==> src/rtl/reg_file.sv <==
// RV32 integer register file: x1..x31 storage, x0 hardwired to zero, two combinational
// read ports with same-cycle write-back bypass, one synchronous write port.
module reg_file (
    input  logic        clk,
    input  logic        reset_n,
    input  logic [4:0]  rs1,
    output logic [31:0] rdata1,
    input  logic [4:0]  rs2,
    output logic [31:0] rdata2,
    input  logic [4:0]  wreg,
    input  logic [31:0] wdata,
    input  logic        wen
);

    // x0 has no storage, so the array starts at index 1.
    logic [31:0] regs_q [1:31];

    // A write that actually lands in storage: not in reset, enabled, not x0.
    logic wr_commit;
    assign wr_commit = reset_n && wen && (wreg != 5'd0);

    // NOTE: the whole array is cleared on reset because the pipeline may read any
    // register before it is first written; without this, reads would return X.
    always_ff @(posedge clk) begin
        if (!reset_n) begin
            for (int i = 1; i < 32; i++) begin
                regs_q[i] <= '0;
            end
        end else if (wr_commit) begin
            regs_q[wreg] <= wdata;
        end
    end

    // Write-first bypass lets write-back data reach decode in the same cycle.
    always_comb begin
        rdata1 = '0;
        if (reset_n && rs1 != 5'd0) begin
            if (wen && wreg == rs1) begin
                rdata1 = wdata;
            end else begin
                rdata1 = regs_q[rs1];
            end
        end
    end

    always_comb begin
        rdata2 = '0;
        if (reset_n && rs2 != 5'd0) begin
            if (wen && wreg == rs2) begin
                rdata2 = wdata;
            end else begin
                rdata2 = regs_q[rs2];
            end
        end
    end

endmodule

==> config.mk <==
export PLATFORM = sky130hd
export DESIGN_NAME = reg_file
export DESIGN_NICKNAME = d
export VERILOG_FILES = /design/src/rtl/reg_file.sv
export SDC_FILE = /design/constraint.sdc
export NUM_CORES = 2
export LEC_CHECK = 0
export CORE_UTILIZATION = 55
export DETAILED_ROUTE_END_ITERATION = 7
export HOLD_SLACK_MARGIN = 0.02
export PLACE_DENSITY = 0.72
export SKIP_LAST_GASP = 1
export SLEW_MARGIN = 20
export SYNTH_ARGS = -nofsm -noshare
export SYNTH_HDL_FRONTEND = slang
export SYNTH_SLANG_ARGS = --single-unit
==> constraint.sdc <==
create_clock -name clk -period 14.9 [get_ports clk]
set_clock_uncertainty 0.05 [all_clocks]
set_input_delay 2.98 -clock clk [delete_from_list [all_inputs] [get_ports clk]]
set_output_delay 2.98 -clock clk [all_outputs]
set_load 0.01 [all_outputs]
==> results.ini <==
[logic_synthesis]
post_synth_inst_count=3864
synthTopCellsByArea=edfxtp_1, mux4_2, and2_1
synth.cell_area_mm2=0.0551
ys_types=49
synth_top_area_frac=0.558
syn_avg_cell_area_um2=14.3
yosys_register_bits=1024
yosysWarningCount=0
yosysTopAreaCell=edfxtp_1
ys_seq_area_frac=0.558

[sta]
rsz0062_at_grt=false
setup_tns_ns=0
max-slew-margin-rel=0.179
finalHoldViolations=0
finalCritPeriodShare=0.678
worst_pin_slew_ns=1.23
drv_slew=0
setup_viol=0
layout_min_cycle_time_ns=10.11
fmax_mhz=98.9

[global_route]
grt_overflow=0
grt_max_degree=105
grt_pass1_vias=36700
grt_pass1_wl_um=270000
grtUsageTotal=0.379
antenna_found_initial=13

[cells_and_area]
reg.largest.list=regs_q x1024
drive_gt1_frac=0.190
regMostFlops=regs_q
area_growth_pct=10.8
largest_reg_flops=1024
nFillCells=7140
finalNetCount=3862

[clock_tree]
post_cts_resized=0
clock-sinks=1024
cts_tree=built
clkTransAtPathRegs_ns=0.06
clock-root-buffer=clkbuf_16
post_cts_buffers=0
clockBufferDepth=3
htreeDepth=3
cts_buffers=107
cts_hold_buf=0

[routing]
ant_nets=0
vias_per_cell=7.24
drt_wl_total_um=193000
drt_drc_violations_left=0
first_pass_iters=6
vias=37700
routedWlPerCell_um=37.0
first_iter_violations=6563

[floorplan]
dieArea_mm2=0.102
start_util=0.558
die_h_um=319
die_x_um=319
core_mm2=0.0989
io_pins=114
num_rows=115

[pwr]
irDropWorstVdd_uv=137
p_leak_nw=21.5
powerDensity_mw_per_mm2=114
p_total_mw=6.98

[place]
dp_hpwl_um=107000
place_congestion=0.869
portBuffers=113

[run_status]
status=completed

[worst_setup_path]
endpoint_kind=primary output
crit_path_start_kind=input pin
cp_max_fo=42
arrival_ns=7.08
crit_type=input pin to primary output
cp_data_required_time_ns=11.87

[hold_path]
hp-class=input pin to flip-flop

[job]
max-cap-violations=0

-- critical path, cell delays in order --
cell	delay, ns
buf_4	0.48
buf_4	0.81
nor3_1	0.17
a211o_1	0.36
a21oi_4	0.59
buf_4	0.52
a32o_1	0.24
a21o_1	0.26
clkdlybuf4s50_1	0.59
-- final cells by class --
cell class | instances | area (um2) | share of cell area
Antenna cell | 14 | 35.0 | 0.000573
Clock buffer | 143 | 2940 | 0.0481
Clock inverter | 56 | 507 | 0.00829
Inverter | 4 | 16.3 | 0.000266
Multi-Input combinational cell | 2447 | 23200 | 0.380
Sequential cell | 1024 | 30700 | 0.503
Tap cell | 1287 | 1610 | 0.0264
Timing Repair Buffer | 228 | 2050 | 0.0335
-- logic make-up after synthesis --
| group | Yosys count | share of synthesized area |
|---|---|---|
| and+or+nand+nor | 1287 | 0.136 |
| other | 1 | 0.0000680 |
| xor gates and xnor gates | 10 | 0.00159 |
| DFF | 1024 | 0.558 |
| buffers and inverters | 424 | 0.0348 |
| muxes | 669 | 0.209 |
| AOI/OAI and AO/OA | 449 | 0.0613 |
-- metal layers --
| layer | up-vias | wire, um | GRT usage |
|---|---|---|---|
| met3 | 676 | 27600 | 0.105 |
| li1 | 14700 | - | - |
| met5 | - | 35 | 0 |
| met1 | 19000 | 67800 | 0.510 |
| met2 | 3307 | 85900 | 0.559 |
| met4 | 6 | 11400 | 0.211 |
-- worst paths after layout --
kind	start	to	slack, ns	cells after the start
max	rs2[4]	rdata2[0]	4.79	9
min	wdata[3]	regs_q[0][3]	2.78	1
-- cells in the mapped netlist, drive strengths merged --
library cell / n
a21oi: 35
edfxtp: 1024
a221oi: 63
and2: 995
o22ai: 31
nand2: 195
nand2b: 3
nor2b: 3
a311oi: 1
a21o: 30
or4: 1
mux2i: 283
o21ai: 61
nor4: 2
clkinv: 1
a221o: 1
mux4: 386
inv: 3
a31oi: 2
nand4: 1
nor3: 3
or3b: 3
o2111ai: 1
o221ai: 32
and3: 4
clkbuf: 286
nor3b: 1
xnor2: 2
nor2: 37
a22oi: 95
a211oi: 32
xor2: 8
conb: 1
o2111a: 1
a21boi: 1
a211o: 1
nand3b: 5
buf: 134
a32o: 62
nand3: 34
-- power breakdown --
part | leakage, nW | switching [mW] | total, mW | internal, mW
registers | 9.75 | 0.0861 | 3.42 | 3.33
clock network | 1.69 | 1.15 | 2.70 | 1.55
logic | 10.0 | 0.517 | 0.862 | 0.345
total | 21.5 | 1.76 | 6.98 | 5.22
-- cell usage in the layout, fill, tap and decap left out, types with 3 or more instances in the layout --
cell	count
a211oi_1	31
a21o_1	30
a21oi_1	33
a221oi_1	63
a22oi_1	95
a32o_1	62
and2_1	993
and3_2	3
buf_12	4
buf_2	5
buf_4	113
buf_8	3
bufinv_16	10
clkbuf_1	30
clkbuf_16	113
clkdlybuf4s50_1	100
clkinv_1	23
clkinv_2	22
conb_1	32
diode_2	14
edfxtp_1	1024
mux2i_1	283
mux4_2	386
nand2_1	195
nand3_1	34
nand3b_1	5
nor2_1	3
nor2_4	34
nor3_1	3
o21ai_0	32
o21ai_4	29
o221ai_1	32
o22ai_1	31
xor2_1	8
-- through the flow --
| stage | cells | worst slack (ns) | utilization | hold WS [ns] | cell area [um2] |
|---|---|---|---|---|---|
| final | 5203 | 4.79 | 0.618 | 2.78 | 61100 |
| after global routing | 5189 | 4.71 | 0.618 | 2.79 | 61100 |
| after CTS | 5188 | 4.95 | 0.618 | 3.05 | 61100 |
| after detailed placement | 4989 | 4.95 | 0.583 | 3.77 | 57600 |
| after global placement | 4989 | 4.96 | 0.583 | 3.76 | 57600 |
| after floorplan | 3895 | 7.31 | - | 3.03 | 55300 |
No activity file was read; power rests on OpenSTA's default activity.
